**src/rtl/cnn_pkg.sv**
```systemverilog
// -----------------------------------------------------------------------------
// cnn_pkg
// Shared definitions for the CNN streaming stages.
//   state_t        : pooling stage control states (ST_RUN, ST_DRAIN, ST_DONE)
//   sample_t       : signed sample at the default sample width
//   pool_out_size  : side of the pooled map for a given input side (floor SIZE/2)
// -----------------------------------------------------------------------------
package cnn_pkg;

  localparam int DEF_WIDTH_BIT = 16;

  typedef logic signed [DEF_WIDTH_BIT-1:0] sample_t;

  typedef enum logic [1:0] {
    ST_RUN   = 2'd0,
    ST_DRAIN = 2'd1,
    ST_DONE  = 2'd2
  } state_t;

  function automatic int pool_out_size(input int size);
    return size / 2;
  endfunction

endpackage

```
**src/rtl/maxpool2_stream_if.sv**
```systemverilog
// -----------------------------------------------------------------------------
// maxpool2_stream_if
// Valid/ready sample stream in, pooled stream out, plus the end-of-frame pulse.
//   in_valid/in_ready/in_data            : raster-order input samples
//   out_valid/out_ready/out_data/out_last : pooled samples, out_last on the final one
//   done                                  : one-cycle end-of-frame pulse
// Modports: master = upstream/downstream environment, slave = pooling stage.
// -----------------------------------------------------------------------------
interface maxpool2_stream_if #(
  parameter int WIDTH_BIT = 16
) ();

  logic                        in_valid;
  logic                        in_ready;
  logic signed [WIDTH_BIT-1:0] in_data;
  logic                        out_valid;
  logic                        out_ready;
  logic signed [WIDTH_BIT-1:0] out_data;
  logic                        out_last;
  logic                        done;

  modport master (
    output in_valid, in_data, out_ready,
    input  in_ready, out_valid, out_data, out_last, done
  );

  modport slave (
    input  in_valid, in_data, out_ready,
    output in_ready, out_valid, out_data, out_last, done
  );

endinterface

```
**src/rtl/pool_line_buf.sv**
```systemverilog
// -----------------------------------------------------------------------------
// pool_line_buf
// Half-width line buffer holding one pair result per output column.
// Synchronous write, combinational read.
//   clock   : rising-edge clock
//   i_we    : write enable
//   i_waddr : write address (col/2)
//   i_wdata : pair result to store
//   i_raddr : read address (col/2)
//   o_rdata : stored pair result
// -----------------------------------------------------------------------------
module pool_line_buf #(
  parameter int DEPTH = 159,
  parameter int DW    = 16,
  parameter int AW    = 8
) (
  input  logic          clock,
  input  logic          i_we,
  input  logic [AW-1:0] i_waddr,
  input  logic [DW-1:0] i_wdata,
  input  logic [AW-1:0] i_raddr,
  output logic [DW-1:0] o_rdata
);

  logic [DW-1:0] r_mem [DEPTH];

  // NOTE: the array has no reset; every entry is written on an even row before
  // the following odd row reads it, so stale contents are never observed.
  always_ff @(posedge clock) begin
    if (i_we) r_mem[i_waddr] <= i_wdata;
  end

  assign o_rdata = r_mem[i_raddr];

endmodule

```
**src/rtl/maxpool2_stream.sv**
```systemverilog
// -----------------------------------------------------------------------------
// maxpool2_stream
// Streaming 2x2 / stride-2 pooling of a SIZE x SIZE raster-order map into a
// (SIZE/2) x (SIZE/2) raster-order map, using one half-width line buffer.
//   clock : rising-edge clock
//   reset : asynchronous active-high reset
//   bus   : maxpool2_stream_if.slave (input stream, pooled stream, done pulse)
// Build option: define MAXPOOL_AVG_EN for 2x2 average pooling (floor) instead
// of max pooling.
// -----------------------------------------------------------------------------
module maxpool2_stream
  import cnn_pkg::*;
#(
  parameter int SIZE      = 318,
  parameter int WIDTH_BIT = 16
) (
  input logic              clock,
  input logic              reset,
  maxpool2_stream_if.slave bus
);

  localparam int OUT    = pool_out_size(SIZE);
  localparam int CW     = (SIZE > 1) ? $clog2(SIZE) : 1;
  localparam int AW     = (OUT > 1) ? $clog2(OUT) : 1;
  localparam bit IS_ODD = (SIZE % 2) != 0;
  localparam logic [CW-1:0] LAST_IDX = CW'(SIZE - 1);
  localparam logic [CW-1:0] WIN_LAST = CW'(2 * OUT - 1);
`ifdef MAXPOOL_AVG_EN
  localparam int LBW = WIDTH_BIT + 1;
`else
  localparam int LBW = WIDTH_BIT;
`endif

  typedef logic signed [WIDTH_BIT-1:0] smp_t;

  function automatic smp_t smax(input smp_t a, input smp_t b);
    return (a > b) ? a : b;
  endfunction

  state_t        r_state, w_state_nxt;
  logic [CW-1:0] r_row, r_col;
  smp_t          r_h, r_out_data;
  logic          r_out_valid, r_out_last;
  logic          w_in_ready, w_done, w_acc, w_in_win, w_we, w_load, w_frame_end;
  logic [AW-1:0] w_addr;
  logic [LBW-1:0] w_lb_wdata, w_lb_rdata;
  smp_t          w_pool;

  assign w_acc       = bus.in_valid && w_in_ready;
  // The last row/column of an odd map never completes a window.
  assign w_in_win    = !IS_ODD || ((r_row != LAST_IDX) && (r_col != LAST_IDX));
  assign w_we        = w_acc && w_in_win && r_col[0] && !r_row[0];
  assign w_load      = w_acc && w_in_win && r_col[0] && r_row[0];
  assign w_frame_end = w_acc && (r_row == LAST_IDX) && (r_col == LAST_IDX);
  assign w_addr      = AW'(r_col >> 1);

`ifdef MAXPOOL_AVG_EN
  logic signed [WIDTH_BIT:0]   w_pair_sum;
  logic signed [WIDTH_BIT+1:0] w_win_sum;

  always_comb begin
    w_pair_sum = {r_h[WIDTH_BIT-1], r_h} + {bus.in_data[WIDTH_BIT-1], bus.in_data};
    w_win_sum  = {w_lb_rdata[LBW-1], w_lb_rdata} + {w_pair_sum[WIDTH_BIT], w_pair_sum};
    w_lb_wdata = w_pair_sum;
    // Arithmetic shift floors the quotient toward minus infinity.
    w_pool     = smp_t'(w_win_sum >>> 2);
  end
`else
  always_comb begin
    w_lb_wdata = smax(r_h, bus.in_data);
    w_pool     = smax(smp_t'(w_lb_rdata), smp_t'(w_lb_wdata));
  end
`endif

  pool_line_buf #(
    .DEPTH (OUT),
    .DW    (LBW),
    .AW    (AW)
  ) u_line_buf (
    .clock   (clock),
    .i_we    (w_we),
    .i_waddr (w_addr),
    .i_wdata (w_lb_wdata),
    .i_raddr (w_addr),
    .o_rdata (w_lb_rdata)
  );

  // NOTE: sequential state uses non-blocking assignments only, so every
  // register samples pre-edge values regardless of process ordering.
  always_ff @(posedge clock or posedge reset) begin
    if (reset) r_state <= ST_RUN;
    else       r_state <= w_state_nxt;
  end

  always_comb begin
    w_state_nxt = r_state;
    case (r_state)
      ST_RUN:   if (w_frame_end) w_state_nxt = ST_DRAIN;
      // Only the final pooled sample can still be pending here.
      ST_DRAIN: if (!r_out_valid || bus.out_ready) w_state_nxt = ST_DONE;
      ST_DONE:  w_state_nxt = ST_RUN;
      default:  w_state_nxt = ST_RUN;
    endcase
  end

  // NOTE: every output of this block gets a default first, so no latch forms
  // for the states that do not mention it.
  always_comb begin
    w_in_ready = 1'b0;
    w_done     = 1'b0;
    case (r_state)
      ST_RUN:  w_in_ready = !reset && (!r_out_valid || bus.out_ready);
      ST_DONE: w_done = 1'b1;
      default: ;
    endcase
  end

  always_ff @(posedge clock or posedge reset) begin
    if (reset) begin
      r_row       <= '0;
      r_col       <= '0;
      r_h         <= '0;
      r_out_data  <= '0;
      r_out_valid <= 1'b0;
      r_out_last  <= 1'b0;
    end else begin
      if (r_state == ST_DONE) begin
        r_row <= '0;
        r_col <= '0;
        r_h   <= '0;
      end else if (w_acc) begin
        if (!r_col[0]) r_h <= bus.in_data;
        if (r_col == LAST_IDX) begin
          r_col <= '0;
          r_row <= (r_row == LAST_IDX) ? '0 : r_row + CW'(1);
        end else begin
          r_col <= r_col + CW'(1);
        end
      end
      // A load in the same cycle as an output handshake keeps out_valid high.
      if (w_load) begin
        r_out_data  <= w_pool;
        r_out_valid <= 1'b1;
        r_out_last  <= (r_row == WIN_LAST) && (r_col == WIN_LAST);
      end else if (r_out_valid && bus.out_ready) begin
        r_out_valid <= 1'b0;
        r_out_last  <= 1'b0;
      end
    end
  end

  assign bus.in_ready  = w_in_ready;
  assign bus.out_valid = r_out_valid;
  assign bus.out_data  = r_out_data;
  assign bus.out_last  = r_out_last;
  assign bus.done      = w_done;

endmodule
```
**src/flat_wrapper.sv**
```systemverilog
// flat-port wrapper written by rule: the top's interface ports become plain ports
module maxpool2_stream_flat import cnn_pkg::*;
#(
  parameter int SIZE      = 318,
  parameter int WIDTH_BIT = 16
)
  (clock, reset, bus_in_valid, bus_in_data, bus_out_ready, bus_in_ready, bus_out_valid, bus_out_data, bus_out_last, bus_done);
  maxpool2_stream_if #(.WIDTH_BIT(WIDTH_BIT)) bus_i ();
  input logic clock;
  input logic reset;
  input wire logic [$bits(bus_i.in_valid)-1:0] bus_in_valid;
  input wire logic [$bits(bus_i.in_data)-1:0] bus_in_data;
  input wire logic [$bits(bus_i.out_ready)-1:0] bus_out_ready;
  output wire logic [$bits(bus_i.in_ready)-1:0] bus_in_ready;
  output wire logic [$bits(bus_i.out_valid)-1:0] bus_out_valid;
  output wire logic [$bits(bus_i.out_data)-1:0] bus_out_data;
  output wire logic [$bits(bus_i.out_last)-1:0] bus_out_last;
  output wire logic [$bits(bus_i.done)-1:0] bus_done;
  assign bus_i.in_valid = bus_in_valid;
  assign bus_i.in_data = bus_in_data;
  assign bus_i.out_ready = bus_out_ready;
  assign bus_in_ready = bus_i.in_ready;
  assign bus_out_valid = bus_i.out_valid;
  assign bus_out_data = bus_i.out_data;
  assign bus_out_last = bus_i.out_last;
  assign bus_done = bus_i.done;
  maxpool2_stream #(.SIZE(SIZE), .WIDTH_BIT(WIDTH_BIT)) u_core (.clock(clock), .reset(reset), .bus(bus_i));
endmodule
```
**config.mk**
```make
export PLATFORM = sky130hd
export DESIGN_NAME = maxpool2_stream_flat
export DESIGN_NICKNAME = d
export VERILOG_FILES = /design/src/rtl/cnn_pkg.sv /design/src/rtl/maxpool2_stream_if.sv /design/src/rtl/pool_line_buf.sv /design/src/rtl/maxpool2_stream.sv /design/src/flat_wrapper.sv
export SDC_FILE = /design/constraint.sdc
export NUM_CORES = 2
export LEC_CHECK = 0
export ABC_AREA = 0
export CAP_MARGIN = 20
export CORE_MARGIN = 2
export CORE_UTILIZATION = 30
export DETAILED_ROUTE_END_ITERATION = 8
export HOLD_SLACK_MARGIN = 0.03
export PLACE_DENSITY = 0.42
export SLEW_MARGIN = 20
export SYNTH_ARGS = -nofsm -noshare
export SYNTH_HDL_FRONTEND = slang
export SYNTH_SLANG_ARGS = --single-unit
```
**constraint.sdc**
```tcl
create_clock -name clock -period 16 [get_ports clock]
set_clock_uncertainty 0.2 [all_clocks]
set_input_delay 4.8 -clock clock [delete_from_list [all_inputs] [get_ports clock]]
set_output_delay 4.8 -clock clock [all_outputs]
set_load 0.01 [all_outputs]
```
* Word-level counts from Yosys, hierarchy flattened
Memories as Yosys holds them, arrays and structs flattened.
Cells that the tools add are included.
** Storage, ports and cells
- Latch bits :: 0
- Input port bits :: 20
- Memories kept :: 1
- Output and inout port bits :: 20
- Bits in read-only memories :: 0
- RAM bits :: 2544
- Logic and storage cells :: 61
- Flip-flop bits (word level) :: 54
** Memory list
- u_core.u_line_buf.r_mem :: depth 159, width 16, read ports 1, clocked after Yosys merged registers in 0, wr ports 1, line pool_line_buf.sv:25 : logic [DW-1:0] r_mem [DEPTH];
** Cells by class
- Muxes and demuxes :: 22
- Add/subtract/negate cells :: 2
- Multipliers :: 0
- $lt $le $gt $ge :: 2
- Reductions and logical operators :: 20
- Eq/ne operators :: 7
- Shift-type cells :: 0
- Bitwise logic cells :: 0
- Divide/modulo/power cells :: 0
** Operators with widths (number)
- 2-to-1 mux 16 bit :: 5
- 2-to-1 mux 9 bit :: 7
- > comparator 16 bit :: 2
- adder 9 x 1 -> 9 bit, second input constant :: 2
- == test 9 bit, second input constant :: 2
- logical AND 1 bit :: 9
- 2-to-1 mux 1 bit :: 7
- AND reduction 2 bit :: 3
- nonzero test 2 bit :: 3
- 2-to-1 mux 2 bit :: 2
- inequality test 2 x 1 -> 1 bit, second input constant :: 2
- case mux 2 bit (2 select lines) :: 1
- zero test 1 bit :: 3
- == test 2 x 1 -> 1 bit, second input constant :: 1
- == test 2 bit, second input constant :: 1
- zero test 2 bit :: 1
- inequality test 2 bit, second input constant :: 1
- logical OR 1 bit :: 1

* Depth between registers and ports, before layout
- Depth in word-level cells :: 9
- Gate-level depth with buffers :: 22
- Mapped depth without buffers :: 17

* Hierarchy
Synthesis repeated with hierarchy kept, for this count alone.
** Second synthesis, totals
- Cells, all modules :: 4919
- Area, all modules :: 102190.5 um^2
** By module, submodules not included
- pool_line_buf :: area each 98253.0 um^2, times used 1, seq. area each 76393.3 um^2, cells each 4481
- maxpool2_stream :: area each 3937.5 um^2, times used 1, seq. area each 1351.3 um^2, cells each 438

* Worst setup path after synthesis
OpenSTA, ideal clock, no wires.
- Path kind :: input -> output
- From :: input port reset
- To :: output port bus_in_ready
- Data required time :: 11000 ps
- Buffers on the path :: 0
- Slack :: 5818 ps
- Stages on the path :: 2
- Data arrival time :: 5182 ps
- Cell sequence :: nor3_1 and2_1
** On the way
- Cells in the longest elaborated chain, start to end :: 3
** RTL lines
- start, declared :: line flat_wrapper.sv:10 : input logic reset;
- zero test 1 bit (no source line)
- logical AND 1 bit :: line maxpool2_stream.sv:112 : ST_RUN: w_in_ready = !reset && (!r_out_valid || bus.out_ready);
- 2-to-1 mux 1 bit :: line maxpool2_stream.sv:111 : case (r_state)
- end, declared :: line flat_wrapper.sv:14 : output wire logic [$bits(bus_i.in_ready)-1:0] bus_in_ready;
Every way passes these cells.

* Worst setup path after layout
Same ends and word-level chain as after synthesis.

==> impl_results.md <==
- Clk slew on worst S/H paths: around 0.050 ns
- Kind of critical path: in -> out
- Critical Path AT: between 6 and 7 ns
- Shortest period the worst path allows: 11.18 ns
- CP Capture Point: bus_in_ready
- CTS Buf Count: between 200 and 300
- Residual DRC: 0
- Full die area: roughly 340,000 sq um
- GRT overflow: 0
- Die height: 585 um
- Tot Pwr: 20.2 mW
- P_leak: between 30 and 40 nW
- Crit path launch: reset
- Number of routed nets with antenna violations: 0
- Cell Rows: 213
- Max clock buf depth: 4
- Unrepaired setup endpoints after global routing: false
- Total Routing Usage GR: 19.4%
- Fin. max-slew vios: 0
- # clock sinks: 2,598
- Sequential share of the synthesized area: about three quarters
- Least-Margin Pin Slew: about 1.2 ns
- Post-DR wirelength/cell: ~34 um
- CTS Hold Bufs: 0
- Peak supply drop: between 0.15 and 0.2 mV
- Synth cell types: 80
- Placeable Area: about 340,000 sq um
- Status: finished clean
- Chip Width: 585 um
- Fin. Hold Viols: 0
- Post-CTS sizing: 0
- Ys Warns: 0
- Setup WS pre-CTS: 4.58 ns
- Clock root buffer master: clkbuf_16
- Initial antenna violation count: 20
- Cell Count Post-Placement: around 9,500
- Min-delay worst type: reg -> reg
- Largest net degree at the start of global routing: ~110
- Synth async-reset ratio: 2.08%
- Max-Cap Viols: 0
- Ys flop type: edfxtp_1
- R2R cell count: 18
- # setup viols final: 0
- CTS tree: built
- Required time worst endpoint: between 10 and 15 ns
- Final design utilization: between 30% and 40%
- Htree depth: 5
- Setup TNS: 0 ns
- Period utilization: 69.9%
- Synthesized Nets: slightly above 5,000
- Worst reg2reg path startpoint: u_core.r_col[1]
- Routed WL: between 300,000 and 400,000 um
- IO Count: 40
- Startpoint Class: input port
- Post-Layout Cell Count: between 10,000 and 15,000
- Via/cell ratio: 5.24
- Drt pass-1 iters: 5
- Setup crit end kind: output port
- Max transition margin: 22.4%
- Setup bufs post-CTS: 0
- Final WS setup: approximately 4.8 ns
- IO buf count: 39
- First-pass GRT wire length: 459,000 um
- Post-layout nets: 5,340
- EDFF count, synth: about 2,500
- Syn avg cell area: a little over 20 sq um
- FMAX: 89.5 MHz
- Synth Cell Area: roughly 100,000 sq um
- Dpl cell area: around 110,000 sq um
- Routability cong.: 0.799
- Commonest non-fill, non-tap cell in the layout: edfxtp_1
- Commonest cells after routing, fill and taps aside: 2,544 x edfxtp_1, 497 x mux4_2, 303 x clkbuf_16
- Worst r2r dst: u_core.bus.out_data[0]
- Design area: about 120,000 sq um
- Share of cells above drive strength 1: about a quarter
- Worst-Skew Late Latency: between 0.8 and 0.9 ns
- Mapped Cells: approximately 5,000
- Flop and latch count out of synthesis: 2,598
- Via count: 52,400
- Vias in the first global route: 52,400
- PwrDens: 172 nW/um^2
- Hold_ws: 0.321 ns
- R2R Setup Slk: about 7.2 ns
- Post-DP HPWL: 200,000 um
- Initial Util: 30.1%
- Synth-to-Final Area Change: 16.1%
- Worst Path Max Fanout: 3
- Drt initial violations: approximately 5,900
==> state kept, by name, summed over array words and instances, names as in the netlist <==
register / flops
u_core.u_line_buf.r_mem: 2544
u_core.bus.out_data: 16
u_core.r_h: 16
u_core.r_col: 9
u_core.r_row: 9
u_core.r_state: 2
u_core.bus.out_last: 1
u_core.bus.out_valid: 1
==> area by class of cell <==
type | instances | area, sq um
tap | 4515 | 5650
clock buffer | 380 | 7900
inverter | 49 | 251
multi-input combinational | 2065 | 22700
antenna | 8 | 20.0
fill | 31400 | 219000
timing repair buffer | 276 | 2370
clock inverter | 125 | 1020
sequential | 2598 | 77800
==> worst min path at each step <==
stage	start	slack [ns]	to	cells past startpoint
6_report	u_core.bus.out_last	0.32	u_core.bus.out_last	2
3_3_place_gp	u_core.bus.out_last	0.32	u_core.bus.out_last	2
5_1_grt	u_core.bus.out_data[13]	0.37	u_core.bus.out_data[13]	2
3_5_place_dp	u_core.bus.out_last	0.32	u_core.bus.out_last	2
2_1_floorplan	u_core.r_row[4]	0.30	u_core.r_row[4]	2
4_1_cts	u_core.bus.out_last	0.34	u_core.bus.out_last	2
==> critical path, stage by stage <==
cell,delay [ns]
clkdlybuf4s50_1,0.43
nor3_1,0.25
and2_1,0.18
clkdlybuf4s50_1,0.53
==> synthesized netlist by cell type, types with 9 or more instances <==
master | n | area share [%]
nor3_1 | 29 | 0.14
mux2i_1 | 288 | 2.8
o21ai_0 | 44 | 0.22
a22o_1 | 22 | 0.19
nand4_1 | 40 | 0.25
and3_1 | 13 | 0.080
o22ai_1 | 71 | 0.44
buf_1 | 18 | 0.067
o211ai_1 | 32 | 0.24
inv_1 | 48 | 0.18
edfxtp_1 | 2544 | 75
a211oi_1 | 14 | 0.10
buf_4 | 37 | 0.27
buf_6 | 32 | 0.36
a31oi_1 | 21 | 0.13
ha_1 | 36 | 0.44
a22oi_1 | 171 | 1.3
nand2_1 | 152 | 0.56
a221oi_1 | 28 | 0.24
dfrtp_1 | 54 | 1.3
nand3_1 | 85 | 0.42
nand2b_1 | 9 | 0.056
a21oi_1 | 65 | 0.32
mux2_2 | 22 | 0.24
clkbuf_1 | 120 | 0.44
nor2_1 | 254 | 0.94
nor2b_1 | 18 | 0.11
nor4_1 | 17 | 0.10
buf_2 | 63 | 0.31
mux4_2 | 497 | 11
==> cells by family after synthesis <==
| group | count (synthesis) | synth area share (%) |
|---|---|---|
| adders and majority gates | 36 | 0.444 |
| buffers and inverters | 324 | 1.72 |
| AOI/OAI and AO/OA | 523 | 3.63 |
| xor gates and xnor gates | 11 | 0.0950 |
| DFF | 2598 | 76.6 |
| muxes | 813 | 14.3 |
| and+or+nand+nor | 682 | 3.19 |
==> layer usage <==
layer	share of wire (%)	up-vias	track usage [%]	wire [um]
met5	0.0039	-	0	13
met2	47	1744	30.6	157000
met1	45	28900	27.7	150000
met4	2.8	2	5.17	9400
li1	-	21400	-	-
met3	5.8	418	2.97	19500
==> power by group <==
part           switching [mW]  internal, mW
clock network            2.72          3.70
registers               0.101          8.45
logic                    3.62          1.62
total                    6.45          13.8
Power figures use the tool's default switching activity.
